## src/rtl/mulv_seq_ctrl.sv

```systemverilog
// mulv_seq_ctrl: multi-cycle sequencer for strided vector-multiply (MULV).
// Walks operand A/B memory through a req/gnt handshake, pulses the MAC once
// per element pair and finishes with a single register writeback.
// Optional feature: define MULV_SEQ_ABORT_EN to add the abort/abort_ack ports.
module mulv_seq_ctrl #(
    parameter int unsigned ADDR_W      = 32,
    parameter int unsigned ELEM_STRIDE = 1
) (
    input  logic              clk,
    input  logic              rst_n,
    input  logic              start,
    input  logic [2:0]        strd_cyc,
    input  logic [ADDR_W-1:0] base_a,
    input  logic [ADDR_W-1:0] base_b,
    input  logic [4:0]        rd_addr,
`ifdef MULV_SEQ_ABORT_EN
    input  logic              abort,
    output logic              abort_ack,
`endif
    output logic              busy,
    output logic              stall,
    output logic              mem_req,
    output logic [ADDR_W-1:0] mem_addr,
    output logic              mem_sel,
    input  logic              mem_gnt,
    input  logic              mem_rvalid,
    output logic              acc_clr,
    output logic              acc_en,
    output logic              acc_last,
    output logic              wb_en,
    output logic [4:0]        wb_addr,
    output logic              done
);

    typedef enum logic [2:0] {
        StIdle, StReqA, StWaitA, StReqB, StWaitB, StMac, StWb
    } state_e;

    localparam logic [ADDR_W-1:0] Stride = ADDR_W'(ELEM_STRIDE);

    state_e            state_q, state_d;
    logic [2:0]        k_q, k_d;
    logic [2:0]        last_q, last_d;
    logic [ADDR_W-1:0] addr_a_q, addr_a_d;
    logic [ADDR_W-1:0] addr_b_q, addr_b_d;
    logic [4:0]        rd_q, rd_d;
    logic              acc_clr_q, acc_clr_d;
    logic              abort_req;
    logic              is_last;

`ifdef MULV_SEQ_ABORT_EN
    logic abort_ack_q;

    assign abort_req = abort & (state_q != StIdle);
    assign abort_ack = abort_ack_q;

    // One-cycle acknowledge following an accepted abort
    always_ff @(posedge clk or negedge rst_n) begin
        if (!rst_n) begin
            abort_ack_q <= 1'b0;
        end else begin
            abort_ack_q <= abort_req;
        end
    end
`else
    assign abort_req = 1'b0;
`endif

    assign is_last = (k_q == last_q);

    // State and latched-operand registers
    always_ff @(posedge clk or negedge rst_n) begin
        if (!rst_n) begin
            state_q   <= StIdle;
            k_q       <= 3'd0;
            last_q    <= 3'd0;
            addr_a_q  <= '0;
            addr_b_q  <= '0;
            rd_q      <= 5'd0;
            acc_clr_q <= 1'b0;
        end else begin
            state_q   <= state_d;
            k_q       <= k_d;
            last_q    <= last_d;
            addr_a_q  <= addr_a_d;
            addr_b_q  <= addr_b_d;
            rd_q      <= rd_d;
            acc_clr_q <= acc_clr_d;
        end
    end

    // Next-state logic; running A/B pointers equal base + k*stride (mod 2^ADDR_W)
    always_comb begin
        state_d   = state_q;
        k_d       = k_q;
        last_d    = last_q;
        addr_a_d  = addr_a_q;
        addr_b_d  = addr_b_q;
        rd_d      = rd_q;
        acc_clr_d = 1'b0;
        unique case (state_q)
            StIdle: begin
                if (start) begin
                    state_d   = StReqA;
                    k_d       = 3'd0;
                    last_d    = strd_cyc;
                    addr_a_d  = base_a;
                    addr_b_d  = base_b;
                    rd_d      = rd_addr;
                    acc_clr_d = 1'b1;
                end
            end
            StReqA:  if (mem_gnt)    state_d = StWaitA;
            StWaitA: if (mem_rvalid) state_d = StReqB;
            StReqB:  if (mem_gnt)    state_d = StWaitB;
            StWaitB: if (mem_rvalid) state_d = StMac;
            StMac: begin
                if (is_last) begin
                    state_d = StWb;
                end else begin
                    state_d  = StReqA;
                    k_d      = k_q + 3'd1;
                    addr_a_d = addr_a_q + Stride;
                    addr_b_d = addr_b_q + Stride;
                end
            end
            StWb:    state_d = StIdle;
            default: state_d = StIdle;
        endcase
        // Abort overrides every transition
        if (abort_req) begin
            state_d = StIdle;
        end
    end

    // State-decoded outputs; stall is combinational so decode holds on the start cycle
    always_comb begin
        busy     = (state_q != StIdle);
        stall    = busy | (start & ~busy);
        mem_req  = (state_q == StReqA) | (state_q == StReqB);
        mem_sel  = (state_q == StReqB);
        mem_addr = '0;
        if (state_q == StReqA) begin
            mem_addr = addr_a_q;
        end else if (state_q == StReqB) begin
            mem_addr = addr_b_q;
        end
        acc_clr  = acc_clr_q;
        acc_en   = (state_q == StMac) & ~abort_req;
        acc_last = acc_en & is_last;
        wb_en    = (state_q == StWb) & ~abort_req;
        done     = wb_en;
        wb_addr  = rd_q;
    end

endmodule

```

## config.mk

```make
export PLATFORM = sky130hd
export DESIGN_NAME = mulv_seq_ctrl
export DESIGN_NICKNAME = d
export VERILOG_FILES = /design/src/rtl/mulv_seq_ctrl.sv
export SDC_FILE = /design/constraint.sdc
export NUM_CORES = 1
export LEC_CHECK = 0
export CORE_AREA = 2 2 111 113
export DETAILED_ROUTE_END_ITERATION = 6
export DIE_AREA = 0 0 113 115
export PLACE_DENSITY_LB_ADDON = 0.15
export SKIP_CTS_REPAIR_TIMING = 1
export SLEW_MARGIN = 15
export SYNTH_ARGS = -nofsm -noshare
export SYNTH_HDL_FRONTEND = slang
export SYNTH_SLANG_ARGS = --single-unit
```

## constraint.sdc

```tcl
create_clock -name clk -period 1.88 [get_ports clk]
set_input_delay 0.282 -clock clk [delete_from_list [all_inputs] [get_ports clk]]
set_output_delay 0.282 -clock clk [all_outputs]
set_load 0.01 [all_outputs]
```

==> impl_metrics.csv, run 1 <==
group,metric,value,unit
logic_synthesis,syn_nets,726,
setup_path,cp-end-kind,"register",
power,power_leakage,4.04,nW
floorplanning,ios,123,
floorplanning,die_y,115,µm
clock_network,cts_buffer_depth,2,
logic_synthesis,synth_area,5310,µm²
setup_path,cp.required,2.13,ns
floorplanning,rows,40,
setup_path,crit_path_max_fanout,8,
sta,slew_headroom,63.8,%
power,seq_power_share,23.6,%
setup_path,r2r_start,"k_q[1]",
power,clockPowerShare,12.8,%
power,p_per_area,1670,nW/µm²
grt,grt_util_met1,37.0,%
routing,wl_per_cell,19.3,µm
setup_path,crit_path_start_kind,"register",
logic_synthesis,synth.ff_latch_count,79,
routing,wl,19600,µm
clock_network,cts_sinks,79,
placement,hpwlAfterDp,12800,µm
cells_and_area,layout.nets,946,
setup_path,arrival,2.25,ns
clock_network,numCtsBuffers,9,
sta,min_period_over_period,106,%
grt,met2_usage,45.3,%
setup_path,ff2ff_setup_slack,-0.12,ns
grt,grt_pass1_vias,5714,
sta,final_hold_viol_count,0,
routing,drt_iter0_drc,581,
logic_synthesis,yosys.area.top_type,"dfrtp_1",
sta,layout_setup_ws,-0.116,ns
placement,dp_cells,967,
grt,antenna_found_initial,0,
setup_path,reg2reg_depth,8,
sta,clock.fmax,501,MHz
setup_path,cpMaxStageDelayCell,"dfrtp_2",
setup_path,cp_slowest_stage_delay,0.43,ns
cells_and_area,area_delta_synth_final,61.4,%
power,peakVddDrop,0.00106,V
sta,setup_viol,36,
routing,ant_nets,0,
power,p_comb_share,63.6,%
grt,grt-ovfl-total,0,
clock_network,clkTransAtPathRegs,0.06,ns
routing,firstDrtPassIters,7,
logic_synthesis,ys_async_sr_fraction,100,%
floorplanning,die_area,13000,µm²
logic_synthesis,synthTopCellsByArea,"dfrtp_1, mux2i_1, a21oi_1, nor2_1, nand2_1",
grt,grt.busiest_layer,"met2",
floorplanning,die_width,113,µm
power,totalPowerFinal,0.0143,W
clock_network,cts_tree,"done",
run,cap_violations,0,
power,power_switching,0.00605,W
min_path,hold_class,"input port to async pin",
power,swShare,42.3,%
logic_synthesis,synth_area_per_cell,8.22,µm²
setup_path,critPathMostFrequentCell,"buf_12",
routing,drc,8,
cells_and_area,final_util,72.6,%
logic_synthesis,synthDistinctLibCells,65,
clock_network,clockRootBuffer,"clkbuf_16",
cells_and_area,nFillCells,895,
grt,met3_usage,4.27,%
grt,grt_pass1_wl,28400,µm
status,status,"finished, violations left",
setup_path,r2r-end,"addr_b_q[6]",
sta,hold_slack,0.472,ns
sta,clock_skew,0.00662,ns
sta,maxSlewViolCount,0,
logic_synthesis,synth_top_area_share,37.2,%
grt,grt_max_degree,38,
clock_network,clock_latency,0.34,ns
sta,tightest_slew,0.543,ns
routing,viasPerCell,6.06,
placement,io_buffers,122,
grt,grt_usage,27.0,%
cells_and_area,stdcell_count,1018,
cells_and_area,drive_gt1_share,28.1,%
sta,post-route-min-period,2.00,ns
setup_path,crit_path_cell_trace,"xor2_2 > or3_4 > a21oi_4 > buf_12 > buf_12 > buf_6 > nor2_1 > o22ai_1",
floorplanning,start_util,45.0,%
logic_synthesis,synth_common_cells,"dfrtp_1, nor2_1, nand2_1, a21oi_1, mux2i_1",
floorplanning,core-area,11800,µm²
logic_synthesis,synth_edf_count,0,
power,p_int,0.00827,W
cells_and_area,n_antenna_cell,0,
logic_synthesis,ys.flop_type,"dfrtp_1",
clock_network,h-tree-depth,3,
sta,rsz0062_at_grt,"true",
status,violations,"DRC, setup timing",
logic_synthesis,netlist_instances,646,
logic_synthesis,ys_seq_area_share,37.2,%
placement,place_area,7360,µm²
cells_and_area,finalInstanceArea,8570,µm²
placement,gp_congestion,0.943,
routing,num_vias,6167,
setup_path,crit_type,"register to register",
logic_synthesis,ys_warn_count,0,
==> per-layer routing <==
layer,part of all wire [%],wire [µm]
met1,42,8160
met2,49,9610
met3,7.8,1530
met4,1.7,332
met5,0,0
==> layout by cell type, fill, tap and decap left out, types with 8 or more instances in the layout <==
cell type / count
a21oi_1: 52
a21oi_2: 10
a31oi_1: 13
and3_1: 8
buf_12: 10
buf_4: 106
buf_6: 13
clkbuf_16: 14
clkdlybuf4s50_1: 81
dfrtp_1: 74
dlymetal6s2s_1: 34
inv_1: 13
mux2i_1: 35
nand2_1: 63
nand3_1: 28
nand4_1: 18
nor2_1: 78
o21ai_0: 17
o21ai_1: 8
o22a_1: 18
o22ai_1: 16
==> state kept, by name (all words and copies together), names as in the netlist <==
name      flops
addr_a_q     32
addr_b_q     32
wb_addr       5
k_q           3
last_q        3
state_q       3
acc_clr       1
==> area by class of cell <==
| cell class | instances | area, µm² | area share [%] |
|---|---|---|---|
| sequential | 79 | 1980 | 23.1 |
| clock inverter | 3 | 40.0 | 0.467 |
| timing repair buffer | 259 | 2590 | 30.2 |
| inverter | 15 | 61.3 | 0.715 |
| clock buffer | 13 | 270 | 3.15 |
| tap | 147 | 184 | 2.15 |
| multi-input combinational | 502 | 3440 | 40.2 |
==> power by group through the flow <==
stage          sequential, W  combinational (W)  clock, W
6_report             0.00338            0.00911   0.00184
5_1_grt              0.00348            0.00973   0.00194
4_1_cts              0.00329            0.00765   0.00185
3_5_place_dp         0.00331            0.00761         0
3_3_place_gp         0.00327            0.00741         0
2_1_floorplan        0.00321            0.00404         0
==> metrics by stage <==
step / setup TNS (ns) / setup WS [ns]
floorplan: 0 / 0.00351
global placement: -0.560 / -0.140
detailed placement: -1.23 / -0.200
CTS: -11.25 / -0.572
global route: -4.80 / -0.160
finish: -2.12 / -0.116
==> how the worst max path moves through the flow <==
stage / start / endpoint / slack [ns] / cells after the start
after floorplan: addr_a_q[0] / addr_a_q[16] / 0.004 / 6
after global routing: state_q[1] / addr_b_q[25] / -0.16 / 9
after CTS: last_q[2] / acc_last / -0.57 / 4
final: k_q[1] / addr_b_q[6] / -0.12 / 8
after global placement: last_q[2] / acc_last / -0.14 / 4
after detailed placement: last_q[2] / acc_last / -0.20 / 4
==> cells by family after synthesis <==
group                      after synthesis  synth area share [%]
buffers and inverters                   65                  5.39
xor gates and xnor gates                 4                 0.660
DFF                                     79                  37.2
adders and majority gates                3                 0.707
muxes                                   38                  7.18
and+or+nand+nor                        258                  24.5
AOI/OAI and AO/OA                      199                  24.3
==> critical path, delay by kind of cell (launching register included) <==
kind,cells,cell delay [ns]
flops,1,0.43
simple gates,2,0.46
buf+inv,3,0.43
compound gates,2,0.40
xor+xnor,1,0.19
Note: power is estimated with default switching activity, not from simulation.
==> run 2: changes to the inputs <==
--- a/config.mk
+++ b/config.mk
@@ -6,9 +6,11 @@
 export NUM_CORES = 1
 export LEC_CHECK = 0
 export CORE_AREA = 2 2 111 113
+export CTS_CLUSTER_DIAMETER = 60
 export DETAILED_ROUTE_END_ITERATION = 6
 export DIE_AREA = 0 0 113 115
 export PLACE_DENSITY_LB_ADDON = 0.15
+export REMOVE_ABC_BUFFERS = 1
 export SKIP_CTS_REPAIR_TIMING = 1
 export SLEW_MARGIN = 15
 export SYNTH_ARGS = -nofsm -noshare
==> impl_metrics.csv, run 2 (synthesized netlist as in run 1, its figures left out) <==
group,metric,value,unit
grt,grt-ovfl-total,0,
grt,grt_usage,27.1,%
cells_and_area,final_cell_mix,"buf_4, clkdlybuf4s50_1, dfrtp_1, nor2_1, nand2_1",
sta,final_hold_viol_count,0,
floorplanning,core-area,11800,µm²
grt,grt_pass1_vias,5610,
sta,tightest_slew,0.427,ns
sta,layout_setup_ws,-0.108,ns
power,p_per_area,1640,nW/µm²
power,peakVddDrop,0.000854,V
routing,viasPerCell,5.96,
clock_network,cts_tree,"done",
sta,maxSlewViolCount,0,
sta,clock_skew,0.00641,ns
setup_path,cp_slowest_stage_delay,0.43,ns
sta,rsz0062_at_grt,"true",
clock_network,numCtsBuffers,9,
clock_network,cts_sinks,79,
sta,min_period_over_period,106,%
setup_path,crit_type,"register to register",
floorplanning,rows,40,
grt,grt_max_degree,46,
placement,hpwlAfterDp,12900,µm
status,violations,"DRC, setup timing",
clock_network,h-tree-depth,3,
placement,io_buffers,122,
routing,drc,7,
min_path,hold_class,"input port to async pin",
clock_network,clock_latency,0.34,ns
setup_path,crit_path_cell_trace,"xor2_1 > or3_4 > a21oi_4 > buf_6 > buf_12 > buf_12 > a21oi_4 > o22a_1",
clock_network,cts_buffer_depth,2,
sta,setup_viol,28,
clock_network,clkTransAtPathRegs,0.06,ns
routing,wl,19600,µm
cells_and_area,layout.nets,957,
setup_path,crit_path_start,"k_q[2]",
routing,drt_iter0_drc,545,
sta,post-route-min-period,1.99,ns
sta,clock.fmax,503,MHz
setup_path,crit_family,"compound AO/OA/AOI/OAI gates",
cells_and_area,final_common_cell,"buf_4",
setup_path,r2r_start,"k_q[2]",
power,power_leakage,4.15,nW
cells_and_area,final_util,72.7,%
cells_and_area,drive_gt1_share,26.5,%
setup_path,cp.required,2.09,ns
floorplanning,die_y,115,µm
cells_and_area,n_antenna_cell,0,
clock_network,clockRootBuffer,"clkbuf_16",
grt,antenna_found_initial,0,
placement,gp_congestion,0.879,
setup_path,crit_path_start_kind,"register",
grt,grt_pass1_wl,28200,µm
placement,dp_cells,972,
routing,wl_per_cell,19.0,µm
run,cap_violations,0,
floorplanning,die_area,13000,µm²
setup_path,crit_path_max_fanout,8,
cells_and_area,stdcell_count,1029,
setup_path,arrival,2.20,ns
floorplanning,ios,123,
routing,num_vias,6136,
routing,firstDrtPassIters,7,
setup_path,cp-end-kind,"register",
sta,slew_headroom,71.5,%
status,status,"finished, violations left",
routing,ant_nets,0,
setup_path,cp_num_buf_inv,3,
setup_path,cpMaxStageDelayCell,"or3_4",
floorplanning,die_width,113,µm
cells_and_area,area_delta_synth_final,61.6,%
floorplanning,start_util,45.0,%
run 2: worst reg2reg max path, delay by kind of cell, from the launching register on:
family / cells / cell delay (ns)
AOI/OAI and AO/OA: 3 / 0.48
and+or+nand+nor: 1 / 0.43
DFF: 1 / 0.39
buffers and inverters: 3 / 0.39
xor gates and xnor gates: 1 / 0.17
run 2: layer usage:
layer | track usage [%] | vias to the layer above | part of all wire [%]
met4 | 9.76 | 0 | 3.3
met3 | 3.74 | 53 | 7.0
met2 | 45.8 | 295 | 49
li1 | - | 2846 | -
met1 | 35.6 | 2942 | 41
met5 | 0 | - | 0
run 2: cell type report:
class	count	area [µm²]
Multi-Input combinational cell	502	3340
Fill cell	873	3230
Timing Repair Buffer	270	2720
Sequential cell	79	1980
Clock buffer	13	280
Tap cell	147	184
Inverter	15	61.3
Clock inverter	3	15.0
run 2: where the power goes:
group	switching, W	internal (W)	total [W]
clock	0.000706	0.00103	0.00174
sequential	0.000764	0.00253	0.00329
combinational	0.00447	0.00462	0.00909
total	0.00594	0.00818	0.0141
run 2: path summary, 6_finish.rpt:
path | to | slack, ns | cells after the start
worst max-delay path | addr_a_q[15] | -0.11 | 8
worst min-delay path | addr_a_q[14] | 0.38 | 2
worst max register to register | addr_a_q[15] | -0.11 | 8
worst min register to register | wb_addr[2] | 0.48 | 2
max in group asynchronous | state_q[0] | 0.92 | 3
min in group clk | last_q[0] | 0.47 | 3
run 2: through the flow:
stage	hold slack [ns]	instance area, µm²	setup slack [ns]	setup TNS, ns	total power (W)
final	0.378	8590	-0.108	-0.970	0.0141
after global routing	0.406	8590	-0.181	-3.54	0.0150
after CTS	-0.170	7720	-0.513	-12.68	0.0127
after detailed placement	0.191	7420	-0.151	-1.66	0.0109
after global placement	0.188	7420	-0.133	-0.458	0.0107
after floorplan	-0.0136	5080	-3.88	-236.65	0.00703
